===== config.mk =====
export PLATFORM = sky130hd
export DESIGN_NAME = ram_programmer
export DESIGN_NICKNAME = d
export VERILOG_FILES = /design/src/rtl/ram_programmer.sv
export SDC_FILE = /design/constraint.sdc
export NUM_CORES = 1
export LEC_CHECK = 0
export BUFFER_PORTS_ARGS = -buffer_cell sky130_fd_sc_hd__buf_2
export CORE_MARGIN = 2
export CORE_UTILIZATION = 49
export DETAILED_ROUTE_END_ITERATION = 16
export PLACE_DENSITY = 0.68
export RECOVER_POWER = 25
export SLEW_MARGIN = 5
export SYNTH_ARGS = -nofsm -noshare
export SYNTH_HDL_FRONTEND = slang
export SYNTH_SLANG_ARGS = --single-unit

===== constraint.sdc =====
create_clock -name clk -period 3.49 [get_ports clk]
set_input_delay 0 -clock clk [delete_from_list [all_inputs] [get_ports clk]]
set_output_delay 0 -clock clk [all_outputs]
set_load 0.01 [all_outputs]

===== src/rtl/ram_programmer.sv =====
// ram_programmer
//   Loads a byte stream into a single-port RAM while holding the CPU off the
//   bus, then reads the written range back and compares checksums.
//
//   Session: IDLE -start-> LOAD (write beats) -> VERIFY (read back)
//            -> FINISH (done pulse, pass/fail) -> IDLE
//
// Ports
//   clk       in   system clock, rising edge
//   rst_n     in   asynchronous active-low reset
//   start     in   one-cycle request to begin a load session (IDLE only)
//   in_valid  in   load byte valid
//   in_data   in   load byte [DW]
//   in_last   in   final byte of the session
//   in_ready  out  block accepts a byte this cycle
//   ram_a     out  RAM address [AW]
//   ram_d     out  RAM write data [DW]
//   ram_we    out  RAM write enable
//   ram_q     in   RAM read data [DW], one cycle after the address
//   cpu_hold  out  keeps the CPU off the RAM bus during a session
//   busy      out  session in progress
//   done      out  one-cycle pulse at session end
//   pass      out  sticky: read-back checksum matched
//   fail      out  sticky: read-back checksum mismatched
//   count     out  bytes written in the last session [AW+1]
//
// Handshake: a beat transfers on a rising edge where in_valid and in_ready
// are both 1. in_ready is registered and is only high in LOAD; in_valid
// while in_ready is 0 is ignored. Each transfer becomes a one-cycle RAM
// write in the following cycle.
module ram_programmer #(
    parameter int AW = 4,
    parameter int DW = 8
) (
    input  logic          clk,
    input  logic          rst_n,
    input  logic          start,
    input  logic          in_valid,
    input  logic [DW-1:0] in_data,
    input  logic          in_last,
    output logic          in_ready,
    output logic [AW-1:0] ram_a,
    output logic [DW-1:0] ram_d,
    output logic          ram_we,
    input  logic [DW-1:0] ram_q,
    output logic          cpu_hold,
    output logic          busy,
    output logic          done,
    output logic          pass,
    output logic          fail,
    output logic [AW:0]   count
);
    localparam int DEPTH = 2 ** AW;
    localparam logic [AW-1:0] PTR_ONE  = 1;
    localparam logic [AW-1:0] PTR_LAST = AW'(DEPTH - 1);
    localparam logic [AW:0]   CNT_ONE  = 1;

    typedef enum logic [1:0] {IDLE, LOAD, VERIFY, FINISH} state_t;

    state_t        state_q, state_d;
    logic [AW-1:0] ptr_q, ptr_d;
    logic [DW-1:0] wsum_q, wsum_d;
    logic [DW-1:0] rsum_q, rsum_d;
    logic [AW:0]   count_q, count_d;
    logic [AW:0]   vcnt_q, vcnt_d;
    logic          last_q, last_d;      // final beat accepted, its write cycle is running
    logic [AW-1:0] ram_a_q, ram_a_d;
    logic [DW-1:0] ram_d_q, ram_d_d;
    logic          ram_we_q, ram_we_d;
    logic          in_ready_q, in_ready_d;
    logic          cpu_hold_q, cpu_hold_d;
    logic          busy_q, busy_d;
    logic          done_q, done_d;
    logic          pass_q, pass_d;
    logic          fail_q, fail_d;

    always_ff @(posedge clk or negedge rst_n) begin
        if (!rst_n) begin
            state_q    <= IDLE;
            ptr_q      <= '0;
            wsum_q     <= '0;
            rsum_q     <= '0;
            count_q    <= '0;
            vcnt_q     <= '0;
            last_q     <= 1'b0;
            ram_a_q    <= '0;
            ram_d_q    <= '0;
            ram_we_q   <= 1'b0;
            in_ready_q <= 1'b0;
            cpu_hold_q <= 1'b0;
            busy_q     <= 1'b0;
            done_q     <= 1'b0;
            pass_q     <= 1'b0;
            fail_q     <= 1'b0;
        end else begin
            state_q    <= state_d;
            ptr_q      <= ptr_d;
            wsum_q     <= wsum_d;
            rsum_q     <= rsum_d;
            count_q    <= count_d;
            vcnt_q     <= vcnt_d;
            last_q     <= last_d;
            ram_a_q    <= ram_a_d;
            ram_d_q    <= ram_d_d;
            ram_we_q   <= ram_we_d;
            in_ready_q <= in_ready_d;
            cpu_hold_q <= cpu_hold_d;
            busy_q     <= busy_d;
            done_q     <= done_d;
            pass_q     <= pass_d;
            fail_q     <= fail_d;
        end
    end

    always_comb begin
        state_d    = state_q;
        ptr_d      = ptr_q;
        wsum_d     = wsum_q;
        rsum_d     = rsum_q;
        count_d    = count_q;
        vcnt_d     = vcnt_q;
        last_d     = last_q;
        ram_a_d    = ram_a_q;
        ram_d_d    = ram_d_q;
        ram_we_d   = 1'b0;
        in_ready_d = in_ready_q;
        cpu_hold_d = cpu_hold_q;
        busy_d     = busy_q;
        done_d     = 1'b0;
        pass_d     = pass_q;
        fail_d     = fail_q;

        unique case (state_q)
            IDLE: begin
                if (start) begin
                    state_d    = LOAD;
                    ptr_d      = '0;
                    wsum_d     = '0;
                    rsum_d     = '0;
                    count_d    = '0;
                    last_d     = 1'b0;
                    pass_d     = 1'b0;
                    fail_d     = 1'b0;
                    in_ready_d = 1'b1;
                    cpu_hold_d = 1'b1;
                    busy_d     = 1'b1;
                end
            end
            LOAD: begin
                if (last_q) begin
                    // Final write is on the bus this cycle; start read-back at 0.
                    state_d = VERIFY;
                    ram_a_d = '0;
                    vcnt_d  = '0;
                end else if (in_valid && in_ready_q) begin
                    ram_a_d  = ptr_q;
                    ram_d_d  = in_data;
                    ram_we_d = 1'b1;
                    ptr_d    = ptr_q + PTR_ONE;
                    count_d  = count_q + CNT_ONE;
                    wsum_d   = wsum_q + in_data;
                    // Stop at in_last or at the top address; the pointer never wraps into use.
                    if (in_last || (ptr_q == PTR_LAST)) begin
                        in_ready_d = 1'b0;
                        last_d     = 1'b1;
                    end
                end
            end
            VERIFY: begin
                // Cycle k drives address k; ram_q for it arrives in cycle k+1,
                // so cycle 0 has nothing to add and cycle count adds the last word.
                vcnt_d = vcnt_q + CNT_ONE;
                if (vcnt_q != '0) begin
                    rsum_d = rsum_q + ram_q;
                end
                if ((vcnt_q + CNT_ONE) < count_q) begin
                    ram_a_d = ram_a_q + PTR_ONE;
                end
                if (vcnt_q == count_q) begin
                    state_d    = FINISH;
                    done_d     = 1'b1;
                    cpu_hold_d = 1'b0;
                    busy_d     = 1'b0;
                    if (rsum_d == wsum_q) begin
                        pass_d = 1'b1;
                    end else begin
                        fail_d = 1'b1;
                    end
                end
            end
            FINISH: begin
                state_d = IDLE;
            end
            default: begin
                state_d = IDLE;
            end
        endcase
    end

    assign in_ready = in_ready_q;
    assign ram_a    = ram_a_q;
    assign ram_d    = ram_d_q;
    assign ram_we   = ram_we_q;
    assign cpu_hold = cpu_hold_q;
    assign busy     = busy_q;
    assign done     = done_q;
    assign pass     = pass_q;
    assign fail     = fail_q;
    assign count    = count_q;

endmodule


==> results of run 1 <==
==> kinds of logic (layout without fill, tap and decap cells) <==
| kind of cell | count (synthesis) | in the layout | share of synthesized area |
|---|---|---|---|
| AOI/OAI and AO/OA | 89 | 89 | 0.171 |
| DFF | 51 | 51 | 0.371 |
| xor gates and xnor gates | 29 | 29 | 0.0739 |
| and+or+nand+nor | 121 | 121 | 0.166 |
| buffers and inverters | 33 | 85 | 0.0444 |
| muxes | 19 | 19 | 0.0630 |
| adders and majority gates | 29 | 29 | 0.110 |
==> state kept, by name, indices dropped and copies added (netlist names) <==
name and cells:
pass 1, vcnt_q 5, wsum_q 8, last_q 1
ptr_q 4, count 5, ram_we 1, rsum_q 8
in_ready 1, done 1, ram_d 8, busy 1
ram_a 4, state_q 2, fail 1
==> cell usage after synthesis, types with 2 or more instances <==
cell / count
o22ai_1: 5
o221ai_1: 5
and3_2: 3
nand4_1: 7
buf_2: 2
nand2b_1: 5
a22o_1: 8
xnor2_1: 14
nand2_1: 45
a21oi_1: 20
clkbuf_1: 10
a22oi_1: 7
dfrtp_1: 51
xor2_1: 15
nor3_1: 6
inv_1: 16
o21ai_0: 17
buf_6: 2
mux2i_1: 7
a211oi_1: 2
nand3_1: 11
nor2_1: 29
o21ai_1: 4
nor4_1: 3
mux2_2: 11
o31ai_1: 3
ha_1: 27
fa_1: 2
o21a_1: 3
nor2b_1: 5
buf_4: 3
a21o_1: 5
and3_1: 3
==> area by class of cell <==
| cell class | instances | area (um^2) |
|---|---|---|
| tap | 96 | 120 |
| timing repair buffer | 61 | 350 |
| multi-input combinational | 287 | 2010 |
| inverter | 16 | 60.1 |
| clock inverter | 2 | 35.0 |
| fill | 619 | 2860 |
| sequential | 51 | 1280 |
| clock buffer | 6 | 82.6 |
==> power groups by stage <==
stage	registers [mW]	logic [mW]	clock network [mW]
after floorplan	1.04	1.48	0
after global placement	1.07	1.88	0
after detailed placement	1.08	1.92	0
after CTS	1.07	1.94	0.448
after global routing	1.10	2.16	0.474
final	1.07	1.91	0.441
==> layer usage <==
layer	share of wire	vias up	global-route usage
met5	0	-	0
met3	0.050	4	0.0405
li1	-	1426	-
met2	0.46	72	0.353
met1	0.48	1389	0.306
met4	0.0047	0	0.0503
==> worst max path at each step <==
stage               from        to  slack (ns)  cells past startpoint
2_1_floorplan  vcnt_q[0]  ram_a[0]        1.06                     10
6_report       vcnt_q[0]  ram_a[0]        0.85                     10
4_1_cts        vcnt_q[0]  ram_a[0]        0.85                     10
3_5_place_dp   vcnt_q[0]  ram_a[0]        0.86                     10
5_1_grt        vcnt_q[0]  ram_a[0]        0.70                     10
3_3_place_gp   vcnt_q[0]  ram_a[1]        0.91                     10
==> critical path, cell delays in order (launching register included) <==
cell     delay [ns]
dfrtp_1        0.45
ha_1           0.25
nor2b_1        0.15
or2_2          0.31
ha_1           0.27
o21a_1         0.10
o21a_1         0.15
o21ai_0        0.14
a21oi_1        0.14
nor2_1         0.21
mux2_2         0.36
==> metrics by stage <==
stage | hold WS, ns | worst slack [ns]
after floorplan | -0.296 | 1.06
after global placement | -0.0482 | 0.910
after detailed placement | -0.0520 | 0.858
after CTS | 0.0797 | 0.849
after global routing | 0.0953 | 0.697
final | 0.0947 | 0.852
==> flow_summary_export.csv, run 1 <==
group,metric,value,unit
power_and_ir_drop,internal-power,1.89,mW
routing,vias,2891,
timing,final_hold_viol_count,0,
synth,synth_area,0.00344,mm^2
synth,synth-seq-cells,51,
setup_path,cp_max_fo,6,
timing,setup_viol,0,
global_routing,antenna_found_initial,0,
routing,first_pass_iters,4,
die,die_area,0.00770,mm^2
cells_and_area,num_antenna_cells,0,
global_routing,grt_max_degree,36,
routing,drc_errors,0,
global_routing,grt_pass1_wl,13200,um
cts,clk_latency,0.31,ns
die,placementRows,30,
placement,hpwlAfterDp,5660,um
cts,cts_made_buffers,5,
cells_and_area,drive_gt1_frac,0.149,
synth,syn_inst,371,
placement,gp_congestion,0.853,
setup_path,r2r_end,"ram_a[0]",
run,maxCapViolations,0,
power_and_ir_drop,p_total,3.42,mW
power_and_ir_drop,swShare,0.449,
timing,finalMaxSlewViolations,0,
setup_path,required,3.69,ns
cts,clkTransAtPathRegs,0.09,ns
cts,cts_resized,0,
hold_path,hold_depth,3,
cells_and_area,layout_common_cells,"dfrtp_1, nand2_1, nor2_1",
synth,synth_top_area_cell,"dfrtp_1",
synth,syn-num-nets,421,
cts,ctsLongestPathBuffers,2,
die,initial_core_util,0.506,
power_and_ir_drop,p_clk_frac,0.129,
timing,finalCriticalPeriod,2.64,ns
global_routing,grt_overflow,0,
cts,hold_buffers,9,
routing,antenna_left,0,
cells_and_area,final_common_cell,"dfrtp_1",
cells_and_area,design_area,0.00393,mm^2
synth,async_flop_share,1.00,
synth,netlist-cell-type-count,48,
die,fp.dieW,87.8,um
synth,yosysWarnings,0,
hold_path,hold_start,"in_valid",
global_routing,first_global_vias,2783,
setup_path,r2r_setup_slack,0.85,ns
power_and_ir_drop,p_leak,1.92,nW
setup_path,reg2reg_depth,10,
hold_path,hp-class,"in -> reg",
synth,synthFlopType,"dfrtp_1",
timing,slew_headroom,0.368,
cells_and_area,nets,472,
die,coreArea,0.00679,mm^2
cts,htreeDepth,2,
timing,worst-slew-pin-transition,0.949,ns
timing,post-route-period-util,0.756,
setup_path,r2r_start,"vcnt_q[0]",
cells_and_area,final_util,0.579,
synth,synth-seq-area-share,0.371,
timing,rsz0062_at_grt,"no",
power_and_ir_drop,switchingPower,1.53,mW
power_and_ir_drop,max-vdd-ir-drop,0.395,mV
hold_path,hold_path_end,"last_q",
setup_path,cp-start-kind,"flip-flop",
power_and_ir_drop,combPwrFrac,0.558,
setup_path,cp-end-kind,"flip-flop",
routing,wl,7720,um
setup_path,worstSetupPathType,"reg -> reg",
power_and_ir_drop,seq_power_share,0.313,
timing,fmax,379,MHz
synth,synth_top_cell_area_share,0.371,
cts,tritoncts,"yes",
setup_path,worstPathArrival,2.84,ns
die,die_h,87.8,um
die,io_pins,45,
cts,cts_root_buffer,"clkbuf_8",
synth,synth_area_leaders,"dfrtp_1, ha_1, nand2_1, xor2_1, mux2_2",
placement,io_buffer_count,44,
global_routing,grtUsageTotal,0.218,
placement,place_inst,502,
routing,vias_per_cell,5.57,
timing,finClkSkew,0.00782,ns
cts,post_cts_buffers,0,
routing,wl_per_cell,14.9,um
synth,synth_edf_count,0,
cells_and_area,area_delta_synth_final,14.4,%
placement,place_area,0.00374,mm^2
routing,first_iter_violations,172,
power_and_ir_drop,power_density,870,mW/mm^2
synth,synth.avg_cell_area,9.26,um^2
timing,tns,0,ns
outcome,outcome,"finished clean",
cells_and_area,fin_cells,519,
cts,cts.sinks,51,
Note: power is estimated with default switching activity, not from simulation.
==> inputs of run 2 (changes only) <==
--- a/config.mk
+++ b/config.mk
@@ -9,7 +9,7 @@
 export CORE_MARGIN = 2
 export CORE_UTILIZATION = 49
 export DETAILED_ROUTE_END_ITERATION = 16
-export PLACE_DENSITY = 0.68
+export PLACE_DENSITY = 0.71
 export RECOVER_POWER = 25
 export SLEW_MARGIN = 5
 export SYNTH_ARGS = -nofsm -noshare
==> constraint.sdc (replaced) <==
create_clock -name clk -period 2.1 [get_ports clk]
set_input_delay 0 -clock clk [delete_from_list [all_inputs] [get_ports clk]]
set_output_delay 0 -clock clk [all_outputs]
set_load 0.01 [all_outputs]
==> flow_summary_export.csv, run 2 (same netlist as run 1, synthesis figures left out) <==
group,metric,value,unit
outcome,outcome,"finished, violations left",
outcome,violations,"negative setup slack",
cells_and_area,final_util,0.656,
global_routing,grtUsageTotal,0.241,
routing,drc_errors,0,
routing,first_pass_iters,4,
placement,io_buffer_count,44,
cts,htreeDepth,2,
placement,gp_congestion,0.969,
setup_path,cp_max_fo,4,
power_and_ir_drop,p_total,6.65,mW
routing,first_iter_violations,162,
timing,worst-slew-pin-transition,1.30,ns
cts,clkTransAtPathRegs,0.10,ns
global_routing,grt_pass1_wl,14600,um
global_routing,met2_usage,0.395,
die,placementRows,30,
global_routing,grt_max_degree,23,
timing,final_hold_viol_count,0,
global_routing,grt_util_met3,0.0236,
cells_and_area,num_antenna_cells,0,
timing,rsz0062_at_grt,"yes",
die,die_h,87.8,um
routing,antenna_left,0,
placement,place_inst,541,
power_and_ir_drop,p_leak,2.17,nW
global_routing,first_global_vias,3073,
cells_and_area,final_common_cell,"buf_4",
routing,vias,3125,
cts,cts.sinks,51,
run,maxCapViolations,0,
routing,wl,8650,um
setup_path,worstPathArrival,2.53,ns
global_routing,antenna_found_initial,0,
global_routing,grt_use_met1,0.340,
global_routing,grt_overflow,0,
timing,fmax,428,MHz
hold_path,hp-class,"in -> reg",
cells_and_area,fin_cells,563,
timing,post-route-period-util,1.11,
cts,cts_made_buffers,5,
die,die_area,0.00770,mm^2
timing,finalMaxSlewViolations,0,
cells_and_area,area_delta_synth_final,29.7,%
cts,clk_latency,0.30,ns
timing,setup_ws,-0.237,ns
setup_path,cp-start-kind,"flip-flop",
cts,tritoncts,"yes",
die,coreArea,0.00679,mm^2
die,initial_core_util,0.506,
global_routing,gr-max-usage-layer,"met2",
cells_and_area,layout_common_cells,"buf_4, dfrtp_1, nand2_1",
timing,finClkSkew,0.00930,ns
timing,finalCriticalPeriod,2.34,ns
die,io_pins,45,
routing,wl_per_cell,15.4,um
placement,place_area,0.00409,mm^2
timing,tns,-1.17,ns
cells_and_area,design_area,0.00446,mm^2
cells_and_area,drive_gt1_frac,0.298,
setup_path,cp-end-kind,"flip-flop",
timing,setup_viol,7,
setup_path,worstSetupPathType,"reg -> reg",
cts,cts_root_buffer,"clkbuf_8",
routing,vias_per_cell,5.55,
cells_and_area,nets,517,
power_and_ir_drop,max-vdd-ir-drop,0.711,mV
cts,ctsLongestPathBuffers,2,
timing,slew_headroom,0.135,
power_and_ir_drop,power_density,1490,mW/mm^2
die,fp.dieW,87.8,um
placement,hpwlAfterDp,6510,um
setup_path,required,2.30,ns
run 2: changes by cell type in the layout (fill, tap and decap cells not counted), moves of 3 or more:
cell	before	now
ha_4	0	4
clkbuf_1	16	11
a21oi_1	20	16
buf_2	28	34
a21oi_2	0	3
buf_4	8	52
o21ai_2	0	3
ha_1	27	22
run 2: per-stage QoR:
| stage | worst slack (ns) | hold slack, ns |
|---|---|---|
| detailed placement | -0.288 | 0.0184 |
| global route | -0.428 | 0.133 |
| floorplan | -0.181 | -0.296 |
| global placement | -0.197 | 0.0109 |
| CTS | -0.255 | 0.0988 |
| finish | -0.237 | 0.101 |
run 2: critical path: stages (launching register included):
cell,delay (ns)
dfrtp_1,0.40
buf_4,0.15
ha_4,0.16
nor2b_4,0.12
or2_4,0.23
ha_4,0.20
o21a_1,0.09
o21a_1,0.17
o21ai_2,0.15
a21oi_4,0.10
nor2_4,0.15
mux2_4,0.31
run 2: where the power goes:
part / internal, mW / leakage (nW) / switching, mW
Combinational: 2.05 / 1.45 / 2.24
Sequential: 1.35 / 0.666 / 0.335
Clock: 0.350 / 0.0513 / 0.326
Total: 3.75 / 2.17 / 2.90
run 2: final cells by class:
type | count | area [um^2]
inverter | 16 | 60.1
tap | 96 | 120
timing repair buffer | 106 | 699
multi-input combinational | 287 | 2200
sequential | 51 | 1280
clock buffer | 6 | 72.6
clock inverter | 1 | 30.0
fill | 557 | 2330
run 2: path summary, 6_finish.rpt:
path | startpoint | to | slack [ns] | cells after the start
max in group asynchronous | rst_n | ram_d[7] | 0.69 | 3
worst min register to register | ram_d[3] | ram_d[3] | 0.51 | 1
worst min-delay path | in_valid | last_q | 0.10 | 3
worst max register to register | vcnt_q[0] | ram_a[0] | -0.24 | 11
min in group asynchronous | rst_n | count[2] | 0.50 | 2
worst max-delay path | vcnt_q[0] | ram_a[0] | -0.24 | 11
run 2: routing by layer:
metal / up-vias / share of wire
met3: 6 / 0.031
met5: - / 0
met2: 63 / 0.50
li1: 1517 / -
met1: 1539 / 0.46
met4: 0 / 0.0094
run 2: timing repair:
action,CTS,global route
pin swaps,8,16
setup endpoints to repair,10,12
setup buffers,5,1
hold endpoints to repair,28,0
hold buffers,9,0
gates resized for setup,4,23
